$ cat config.mk
export PLATFORM = sky130hd
export DESIGN_NAME = fxp_conv_arbiter
export DESIGN_NICKNAME = d
export VERILOG_FILES = /design/src/rtl/fxp_conv_arbiter.sv
export SDC_FILE = /design/constraint.sdc
export NUM_CORES = 1
export LEC_CHECK = 0
export ABC_AREA = 1
export CAP_MARGIN = 20
export CELL_PAD_IN_SITES_DETAIL_PLACEMENT = 1
export CELL_PAD_IN_SITES_GLOBAL_PLACEMENT = 1
export CORE_UTILIZATION = 34
export CTS_CLUSTER_SIZE = 16
export DETAILED_ROUTE_END_ITERATION = 6
export GPL_TIMING_DRIVEN = 0
export PLACE_DENSITY = 0.92
export SETUP_SLACK_MARGIN = 0.1
export SYNTH_ARGS = -nofsm -noshare
export SYNTH_HDL_FRONTEND = slang
export SYNTH_SLANG_ARGS = --single-unit
$ cat constraint.sdc
create_clock -name clk -period 12.61 [get_ports clk]
set_input_delay 3.1525 -clock clk [delete_from_list [all_inputs] [get_ports clk]]
set_output_delay 3.1525 -clock clk [all_outputs]
set_load 0.02 [all_outputs]
$ cat src/rtl/fxp_conv_arbiter.sv
// Round-robin arbiter sharing one float<->fixed (sign-magnitude s.1.19) converter pair.
// Define FXP_CONV_ARB_STATS_EN to add the conv_count_o handshake counter.
module fxp_conv_arbiter #(
    parameter int unsigned NUM_REQ = 4,
    parameter int unsigned ID_W    = 2
) (
    input  logic                  clk,
    input  logic                  rst_n,
    input  logic [NUM_REQ-1:0]    req_valid_i,
    output logic [NUM_REQ-1:0]    req_ready_o,
    input  logic [NUM_REQ-1:0]    req_op_i,
    input  logic [NUM_REQ*32-1:0] req_data_i,
    output logic                  rsp_valid_o,
    input  logic                  rsp_ready_i,
    output logic [ID_W-1:0]       rsp_id_o,
    output logic                  rsp_op_o,
    output logic [31:0]           rsp_data_o
`ifdef FXP_CONV_ARB_STATS_EN
    ,
    output logic [15:0]           conv_count_o
`endif
);

    typedef enum logic [0:0] {StEmpty, StFull} state_e;

    state_e          state_q, state_d;
    logic [ID_W-1:0] last_grant_q, last_grant_d;
    logic [ID_W-1:0] rsp_id_q, rsp_id_d;
    logic            rsp_op_q, rsp_op_d;
    logic [31:0]     rsp_data_q, rsp_data_d;

    logic            win_found;
    logic [ID_W-1:0] win_idx;
    logic            can_accept;
    logic            grant;
    logic [31:0]     sel_data;
    logic            sel_op;
    logic [31:0]     f2x_in, x2f_in;
    logic [31:0]     conv_out;

    // Truncates toward zero; |x| >= 2.0 (incl. inf/NaN) saturates, denormals flush to zero.
    function automatic logic [31:0] fp_to_fixed(input logic [31:0] f);
        logic [7:0]  exp;
        logic [7:0]  sh;
        logic [23:0] sig;
        logic [23:0] shifted;
        logic [19:0] mag;
        exp     = f[30:23];
        sig     = {1'b1, f[22:0]};
        sh      = 8'd131 - exp;
        shifted = sig >> sh;
        mag     = '0;
        if (exp == 8'd0) begin
            mag = '0;
        end else if (exp >= 8'd128) begin
            mag = '1;
        end else if (sh < 8'd24) begin
            mag = shifted[19:0];
        end
        return {11'd0, f[31] & (|mag), mag};
    endfunction

    // Exact: 20 magnitude bits always fit the 24-bit significand. Zero maps to +0.
    function automatic logic [31:0] fixed_to_fp(input logic [31:0] x);
        logic [19:0] mag;
        logic [4:0]  msb;
        logic [23:0] norm;
        logic [7:0]  exp;
        logic [31:0] res;
        mag = x[19:0];
        msb = '0;
        for (int i = 0; i < 20; i++) begin
            if (mag[i]) msb = 5'(i);
        end
        norm = {4'd0, mag} << (5'd23 - msb);
        exp  = 8'd108 + {3'd0, msb};
        res  = {x[20], exp, norm[22:0]};
        if (mag == '0) res = '0;
        return res;
    endfunction

    // Round-robin search starting just above the last winner.
    always_comb begin
        int unsigned idx;
        win_found = 1'b0;
        win_idx   = '0;
        for (int unsigned k = 1; k <= NUM_REQ; k++) begin
            idx = (32'(last_grant_q) + k) % NUM_REQ;
            if (!win_found && req_valid_i[idx]) begin
                win_found = 1'b1;
                win_idx   = ID_W'(idx);
            end
        end
    end

    assign can_accept  = (state_q == StEmpty) || rsp_ready_i;
    assign grant       = win_found && can_accept && rst_n;
    assign req_ready_o = grant ? (NUM_REQ'(1) << win_idx) : '0;

    assign sel_data = req_data_i[{win_idx, 5'd0} +: 32];
    assign sel_op   = req_op_i[win_idx];
    assign f2x_in   = (grant && !sel_op) ? sel_data : '0;
    assign x2f_in   = (grant && sel_op) ? sel_data : '0;
    assign conv_out = sel_op ? fixed_to_fp(x2f_in) : fp_to_fixed(f2x_in);

    always_comb begin
        state_d      = state_q;
        last_grant_d = last_grant_q;
        rsp_id_d     = rsp_id_q;
        rsp_op_d     = rsp_op_q;
        rsp_data_d   = rsp_data_q;
        if (grant) begin
            last_grant_d = win_idx;
            rsp_id_d     = win_idx;
            rsp_op_d     = sel_op;
            rsp_data_d   = conv_out;
        end
        unique case (state_q)
            StEmpty: if (grant) state_d = StFull;
            StFull:  if (rsp_ready_i && !grant) state_d = StEmpty;
            default: state_d = StEmpty;
        endcase
    end

    always_ff @(posedge clk or negedge rst_n) begin
        if (!rst_n) begin
            state_q      <= StEmpty;
            last_grant_q <= ID_W'(NUM_REQ - 1);
            rsp_id_q     <= '0;
            rsp_op_q     <= 1'b0;
            rsp_data_q   <= '0;
        end else begin
            state_q      <= state_d;
            last_grant_q <= last_grant_d;
            rsp_id_q     <= rsp_id_d;
            rsp_op_q     <= rsp_op_d;
            rsp_data_q   <= rsp_data_d;
        end
    end

    assign rsp_valid_o = (state_q == StFull);
    assign rsp_id_o    = rsp_id_q;
    assign rsp_op_o    = rsp_op_q;
    assign rsp_data_o  = rsp_data_q;

`ifdef FXP_CONV_ARB_STATS_EN
    logic [15:0] conv_count_q, conv_count_d;

    assign conv_count_d = (rsp_valid_o && rsp_ready_i) ? conv_count_q + 16'd1 : conv_count_q;

    always_ff @(posedge clk or negedge rst_n) begin
        if (!rst_n) begin
            conv_count_q <= '0;
        end else begin
            conv_count_q <= conv_count_d;
        end
    end

    assign conv_count_o = conv_count_q;
`endif

endmodule

After elaboration in Yosys (flattened, before gate mapping)
Index checks and enable logic that the tools add are counted.
- register bits after elaboration: 38
- input port bits: 139
- output and inout bits: 40
- shift operators: 4
- multiplexer cells: 48
- $add $sub $neg: 7
- bitwise operators: 2
- order comparisons: 7
- reduce and logical (&&, ||, !) cells: 17
- operators with widths (operator ; number):
    variable part select 128 x 8 -> 32 bit ; 1
    two-way mux 32 bit ; 3
    two-way mux 5 bit ; 18
    two-way mux 20 bit ; 3
    right shift 24 x 8 -> 20 bit ; 1
    << shifter 20 x 5 -> 23 bit ; 1
    two-way mux 21 bit ; 1
    zero test 20 bit ; 1
    OR reduction 20 bit ; 1
    less-than comparator 2 x 3 -> 1 bit, second input constant ; 5
    two-way mux 1 bit ; 12
    binary-select mux 1 bit (select 2 bit) ; 5
    adder 7 x 5 -> 8 bit, first input constant ; 1
    greater-or-equal comparator 8 bit, second input constant ; 1
    logical AND 1 bit ; 8
    zero test 8 bit ; 1
    less-than comparator 8 x 5 -> 1 bit, second input constant ; 1
    two-way mux 2 bit ; 4
    subtractor 8 bit, first input constant ; 1
    zero test 1 bit ; 5
    subtractor 5 bit, first input constant ; 1
    adder 2 x 1 -> 2 bit, second input constant ; 2
    adder 2 bit, second input constant ; 2
    two-way mux 4 bit ; 1
    5 further kinds ; 5

Longest topological paths before layout
Gate-level depths: netlist of the first run.
- depth in word-level cells: 40
- mapped depth: 45
- gate-level depth less buffers: 42

Least setup slack after synthesis of the first run
OpenSTA, ideal clock, no wires.
- kind: input -> output
- start: in req_valid_i[3]
- end: out req_ready_o[0]
- buffers on the path: 2
- slack: 4.811 ns
- cell stages on the path: 10
- arrival time: 4.646 ns
- cell sequence: nand2_1 -> nand2_1 -> nand2_1 -> nand2_1 -> nor2_4 -> nand3_2 -> o211ai_1 -> clkbuf_1 -> clkbuf_1 -> nor2_1
- cells in the longest elaborated chain, start to end: 15
- elaborated cells between the ends (all ways): 26
- RTL lines (item ; line ; source):
    from (decl) ; 9 ; input logic [NUM_REQ-1:0] req_valid_i,
    binary-select mux 1 bit (select 2 bit) ; 89 ; if (!win_found && req_valid_i[idx]) begin
    two-way mux 1 bit (not written as such) ; 89 ;
    two-way mux 1 bit ; 89 ;
    zero test 1 bit ; 89 ;
    logical AND 1 bit ; 89 ;
    two-way mux 1 bit ; 89 ;
    zero test 1 bit ; 89 ;
    logical AND 1 bit ; 89 ;
    two-way mux 1 bit ; 89 ;
    zero test 1 bit ; 89 ;
    logical AND 1 bit ; 89 ;
    two-way mux 1 bit ; 89 ;
    logical AND 1 bit (2 in a row) ; 97 ; assign grant = win_found && can_accept && rst_n;
    two-way mux 4 bit (*) ; 98 ; assign req_ready_o = grant ? (NUM_REQ'(1) << win_idx) : '0;
    to (decl) ; 10 ; output logic [NUM_REQ-1:0] req_ready_o,
Mark *: on every way between the ends. The rest lies on a longest branch, timed or not. The select of a mux whose other input is x is not followed.

Worst setup path after layout of the first run
Ends and elaborated chain as after synthesis.

==> results of run 1 <==
critical path, stage by stage:
cell and delay, ns:
clkdlybuf4s50_1 0.43, nand2_1 0.09, nand2_1 0.08, nand2_1 0.12, nand2_1 0.12, inv_1 0.11, nand3_2 0.17, o211ai_1 0.25
clkbuf_1 0.49, clkbuf_1 0.53, nor2_1 0.10, clkdlybuf4s50_1 0.56
state kept, by name (all words and copies together), names as in the netlist:
| signal | cells |
|---|---|
| rsp_op_o | 1 |
| rsp_id_o | 2 |
| rsp_valid_o | 1 |
| last_grant_q | 2 |
| rsp_data_o | 32 |
Yosys cell counts (3+ instances only):
cell      instances
a21oi_1          31
nand4_1          16
buf_2            15
a22oi_1           6
ha_1              5
nand3_1         177
inv_1            67
inv_2            21
buf_4             3
clkbuf_1         17
nor2_1           57
nor2_4            4
nand2_4           7
buf_6             8
o211ai_1          9
dfrtp_1          36
nand2_1         424
o221ai_1         14
o21ai_0          23
o22a_1           13
nand2_2          15
nand3_2           7
buf_1             5
o21ai_1          18
nor3_1            3
cell usage in the layout (no fill, tap or decap), types with 14 or more instances in the layout:
master / count
o21ai_1: 18
inv_1: 67
clkdlybuf4s50_1: 177
clkbuf_1: 17
inv_2: 21
dfrtp_1: 36
nand4_1: 16
a21oi_1: 31
nand3_1: 177
o21ai_0: 23
o221ai_1: 14
nor2_1: 57
nand2_2: 15
buf_2: 16
nand2_1: 424
layer usage:
layer	wire length, µm	track usage
met2	12800	0.541
met1	10900	0.370
met5	0	0
met4	690	0.0898
met3	1270	0.0332
path summary, 6_finish.rpt:
path / start / end / slack [ns]
min in group asynchronous: rst_n / rsp_data_o[18] / 2.99
max in group asynchronous: rst_n / rsp_valid_o / 9.05
setup / recovery: req_valid_i[3] / req_ready_o[0] / 3.23
hold / removal: rsp_data_o[22] / rsp_data_o[22] / 0.48
hold reg to reg: rsp_data_o[22] / rsp_data_o[22] / 0.48
setup reg to reg: last_grant_q[0] / rsp_data_o[1] / 6.82
metrics by stage:
| step | worst slack [ns] | std cells | hold slack [ns] |
|---|---|---|---|
| after CTS | 3.23 | 1430 | 0.489 |
| after global routing | 3.01 | 1430 | 0.516 |
| after detailed placement | 3.23 | 1422 | 0.471 |
| after global placement | 2.43 | 1422 | 0.464 |
| after floorplan | 4.81 | 1028 | 0.558 |
| final | 3.23 | 1430 | 0.482 |
kinds of logic after synthesis:
family | count (synthesis)
and+or+nand+nor | 719
buffers and inverters | 139
AOI/OAI and AO/OA | 124
DFF | 38
adders and majority gates | 5
xor gates and xnor gates | 2
muxes | 1
final cells by class:
class,instances,area (µm²),area share
clock buffers,6,139,0.0176
well taps,216,270,0.0343
clock inverters,2,12.5,0.00159
multi-input cells,851,4120,0.522
inverters,91,352,0.0446
flip-flops and latches,38,953,0.121
plain buffers,48,270,0.0343
repair buffers,178,1780,0.225
==> results.sh, run 1 <==
export IMPL_fin_skew_ns=0.00822
export IMPL_mappedNetlistNets=1172
export IMPL_final_core_util=0.490
export IMPL_synth_warnings=0
export IMPL_grt_max_degree=40
export IMPL_synth_seq_cells=38
export IMPL_drc_errors=0
export IMPL_num_rows=46
export IMPL_portBuffers=178
export IMPL_post_cts_resized=0
export IMPL_wire_per_inst_um=17.9
export IMPL_yosys_area_top_type="nand2_1"
export IMPL_synth_area_leaders="nand2_1 (28%), dfrtp_1 (16%), nand3_1 (16%), inv_1 (4.4%), nor2_1 (3.8%)"
export IMPL_setup_violations=0
export IMPL_drt_first_pass_iters=7
export IMPL_setup_tns_ns=0
export IMPL_hold_path_class="reg -> reg"
export IMPL_synth_edff_count=0
export IMPL_synthDominantCellAreaShare=0.280
export IMPL_critPathKind="in -> out"
export IMPL_status="completed"
export IMPL_hold_viol_final=0
export IMPL_grt_pass1_wl_um=41400
export IMPL_finalInstanceArea_mm2=0.00789
export IMPL_rsz0062_at_grt="no"
export IMPL_grt_overflow=0
export IMPL_placed_area_mm2=0.00774
export IMPL_async_flop_share=1.00
export IMPL_antenna_cells=0
export IMPL_numCtsBuffers=5
export IMPL_fin_crit_sh=0.744
export IMPL_die_h_um=131
export IMPL_syn_inst=1028
export IMPL_crit_required_ns=9.46
export IMPL_grtUsageTotal=0.299
export IMPL_htreeDepth=2
export IMPL_crit_fanout=10
export IMPL_synthXorXnorAreaFrac=0.00638
export IMPL_vias=7882
export IMPL_cts_buffer_depth=2
export IMPL_max_freq_mhz=107
export IMPL_clkTransAtPathRegs_ns=0.06
export IMPL_core_region_area_mm2=0.0161
export IMPL_antenna_found_initial=0
export IMPL_nFillCells=2284
export IMPL_synth_cell_types=47
export IMPL_slew_violations=0
export IMPL_gp_congestion=0.937
export IMPL_drt_iter0_drc=584
export IMPL_min_period_ns=9.38
export IMPL_drive_above_1_share=0.0857
export IMPL_startpoint_type="input port"
export IMPL_dpl_hpwl_um=21200
export IMPL_cts_setup_buffers=0
export IMPL_cts_tree="built"
export IMPL_tightest_slew_ns=0.899
export IMPL_areaGrowthSynthToFinish_pct=38.6
export IMPL_fp_dieW_um=131
export IMPL_synth_adder_area_share=0.0110
export IMPL_first_global_vias=8125
export IMPL_start_util=0.353
export IMPL_ant_nets=0
export IMPL_synthSimpleGateAreaFrac=0.564
export IMPL_fin_nets=1357
export IMPL_synthMuxAreaShare=0.00176
export IMPL_synth_top_family_by_area="simple AND/OR/NAND/NOR gates"
export IMPL_drt_total_wl_um=25600
export IMPL_num_io_pins=179
export IMPL_slew_headroom=0.401
export IMPL_cp_end_kind="output port"
export IMPL_yosysSeqAreaShare=0.168
export IMPL_clkLatencyLatePin_ns=0.29
export IMPL_syn_avg_cell_area_um2=5.54
export IMPL_synth_compound_area_frac=0.140
export IMPL_fp_dieArea_mm2=0.0173
export IMPL_drv_cap=0
export IMPL_cts_hold_buf=0
export IMPL_root_buffer="clkbuf_16"
export IMPL_whs_path_depth=2
export IMPL_ys_flop_type="dfrtp_1"
export IMPL_cts_sinks=38
export IMPL_critical_path_arrival_ns=6.22
export IMPL_netlist_area_mm2=0.00569
export IMPL_reg2reg_depth=28
export IMPL_via_per_inst=5.51
Power of run 1 is not shown: default switching activity piles up to over one toggle a cycle in this logic, so the estimate is an artifact.
==> inputs of run 2 (changes only) <==
--- a/config.mk
+++ b/config.mk
@@ -9,11 +9,11 @@
 export CAP_MARGIN = 20
 export CELL_PAD_IN_SITES_DETAIL_PLACEMENT = 1
 export CELL_PAD_IN_SITES_GLOBAL_PLACEMENT = 1
-export CORE_UTILIZATION = 34
+export CORE_UTILIZATION = 29
 export CTS_CLUSTER_SIZE = 16
 export DETAILED_ROUTE_END_ITERATION = 6
 export GPL_TIMING_DRIVEN = 0
-export PLACE_DENSITY = 0.92
+export PLACE_DENSITY = 0.84
 export SETUP_SLACK_MARGIN = 0.1
 export SYNTH_ARGS = -nofsm -noshare
 export SYNTH_HDL_FRONTEND = slang
==> constraint.sdc (replaced) <==
create_clock -name clk -period 7.5 [get_ports clk]
set_input_delay 1.875 -clock clk [delete_from_list [all_inputs] [get_ports clk]]
set_output_delay 1.875 -clock clk [all_outputs]
set_load 0.02 [all_outputs]
==> results.sh, run 2 (synthesized netlist as in run 1, its figures left out) <==
export IMPL_tightest_slew_ns=0.678
export IMPL_portBuffers=178
export IMPL_die_h_um=142
export IMPL_numCtsBuffers=5
export IMPL_hold_viol_final=0
export IMPL_first_global_vias=8030
export IMPL_cts_sinks=38
export IMPL_fp_dieW_um=142
export IMPL_final_core_util=0.421
export IMPL_cts_hold_buf=0
export IMPL_fin_skew_ns=0.00502
export IMPL_clkLatencyLatePin_ns=0.29
export IMPL_finalInstanceArea_mm2=0.00798
export IMPL_drive_above_1_share=0.0881
export IMPL_ant_nets=0
export IMPL_placed_area_mm2=0.00781
export IMPL_grtUsageTotal=0.262
export IMPL_largest_reg_flops=32
export IMPL_antenna_cells=0
export IMPL_gp_congestion=0.936
export IMPL_via_per_inst=5.25
export IMPL_core_region_area_mm2=0.0190
export IMPL_num_rows=50
export IMPL_nFillCells=2589
export IMPL_min_period_ns=6.95
export IMPL_fp_dieArea_mm2=0.0202
export IMPL_htreeDepth=2
export IMPL_areaGrowthSynthToFinish_pct=40.1
export IMPL_crit_slowest_cell="clkdlybuf4s50_1"
export IMPL_crit_fanout=11
export IMPL_antenna_found_initial=0
export IMPL_fin_crit_sh=0.927
export IMPL_start_util=0.300
export IMPL_cp_end_kind="flip-flop"
export IMPL_vias=7740
export IMPL_critical_path_arrival_ns=7.18
export IMPL_critPathKind="in -> reg"
export IMPL_status="completed"
export IMPL_slew_violations=0
export IMPL_setup_violations=0
export IMPL_cts_buffer_depth=2
export IMPL_startpoint_type="input port"
export IMPL_mostFrequentLayoutCells="nand2_1 (424), nand3_1 (177), clkdlybuf4s50_1 (177)"
export IMPL_dpl_hpwl_um=21300
export IMPL_drt_total_wl_um=25600
export IMPL_clkTransAtPathRegs_ns=0.06
export IMPL_rsz0062_at_grt="no"
export IMPL_fin_nets=1358
export IMPL_hold_path_class="reg -> reg"
export IMPL_max_freq_mhz=144
export IMPL_cp_slowest_stage_delay_ns=0.52
export IMPL_crit_required_ns=7.73
export IMPL_wire_per_inst_um=17.4
export IMPL_root_buffer="clkbuf_16"
export IMPL_cts_tree="built"
export IMPL_grt_max_degree=36
export IMPL_num_io_pins=179
export IMPL_cp_num_buf_inv=11
export IMPL_slew_headroom=0.548
export IMPL_drt_first_pass_iters=5
export IMPL_critPathTopFamily="buffers and inverters"
export IMPL_final_common_cell="nand2_1"
export IMPL_grt_pass1_wl_um=41900
export IMPL_drv_cap=0
export IMPL_drc_errors=0
export IMPL_grt_overflow=0
export IMPL_drt_iter0_drc=525
## run 2: changes by cell type in the layout (fill, tap and decap cells not counted)
cell	delta
a21oi_1	-1
a21oi_2	+1
buf_12	+1
o221ai_1	-1
o221ai_2	+1
## run 2: timing repair
action,in CTS,in global routing
endpoints found under the setup margin,0,8
resized for setup,0,2
setup buffers,0,0
## run 2: area by class of cell
cell class                 count  area (µm²)  share of cell area
multi-input combinational    851        4130               0.517
timing repair buffer         179        1800               0.225
sequential                    38         953               0.120
inverter                      91         352              0.0441
tap                          260         325              0.0408
buffer                        48         270              0.0339
clock buffer                   6         139              0.0174
clock inverter                 2        12.5             0.00157
## run 2: stage by stage
stage,setup WS (ns),hold slack (ns),TNS [ns],cells
after floorplan,2.08,0.558,0,1028
after global placement,-0.168,0.463,-1.28,1466
after detailed placement,0.288,0.470,0,1467
after CTS,0.589,0.489,0,1475
after global routing,0.134,0.508,0,1475
final,0.545,0.485,0,1475
## run 2: tightest hold or removal path, stage by stage (launching register included)
cell and delay [ns]:
dfrtp_1 0.35, nand2_1 0.05, nand2_1 0.05
## run 2: worst paths after layout
check                                start               to  slack (ns)  cells past startpoint
max in group asynchronous            rst_n  last_grant_q[1]        5.61                      2
max reg2reg                last_grant_q[0]    rsp_data_o[1]        1.93                     31
min reg2reg                       rsp_op_o         rsp_op_o        0.49                      2
min in group asynchronous            rst_n    rsp_data_o[7]        1.39                      1
min                               rsp_op_o         rsp_op_o        0.49                      2
max                         req_valid_i[0]    rsp_data_o[1]        0.55                     29
## run 2: routing by layer
layer	GRT usage	up-vias	wire, µm	share of wire
met5	0	-	0	0
met4	0.0656	0	584	0.023
met3	0.0256	37	979	0.038
met2	0.469	206	12800	0.50
met1	0.335	3746	11300	0.44
li1	-	3751	-	-
Power of run 2 is left out for the same reason.
==> inputs of run 3 (changes only) <==
--- a/config.mk
+++ b/config.mk
@@ -10,6 +10,7 @@
 export CELL_PAD_IN_SITES_DETAIL_PLACEMENT = 1
 export CELL_PAD_IN_SITES_GLOBAL_PLACEMENT = 1
 export CORE_UTILIZATION = 29
+export CTS_CLUSTER_DIAMETER = 120
 export CTS_CLUSTER_SIZE = 16
 export DETAILED_ROUTE_END_ITERATION = 6
 export GPL_TIMING_DRIVEN = 0
@@ -18,3 +19,4 @@
 export SYNTH_ARGS = -nofsm -noshare
 export SYNTH_HDL_FRONTEND = slang
 export SYNTH_SLANG_ARGS = --single-unit
+export TNS_END_PERCENT = 5
==> results of run 3 <==
Same layout as run 2: the final DEF is identical, and so are final timing and power.
Power of run 3 is left out for the same reason.
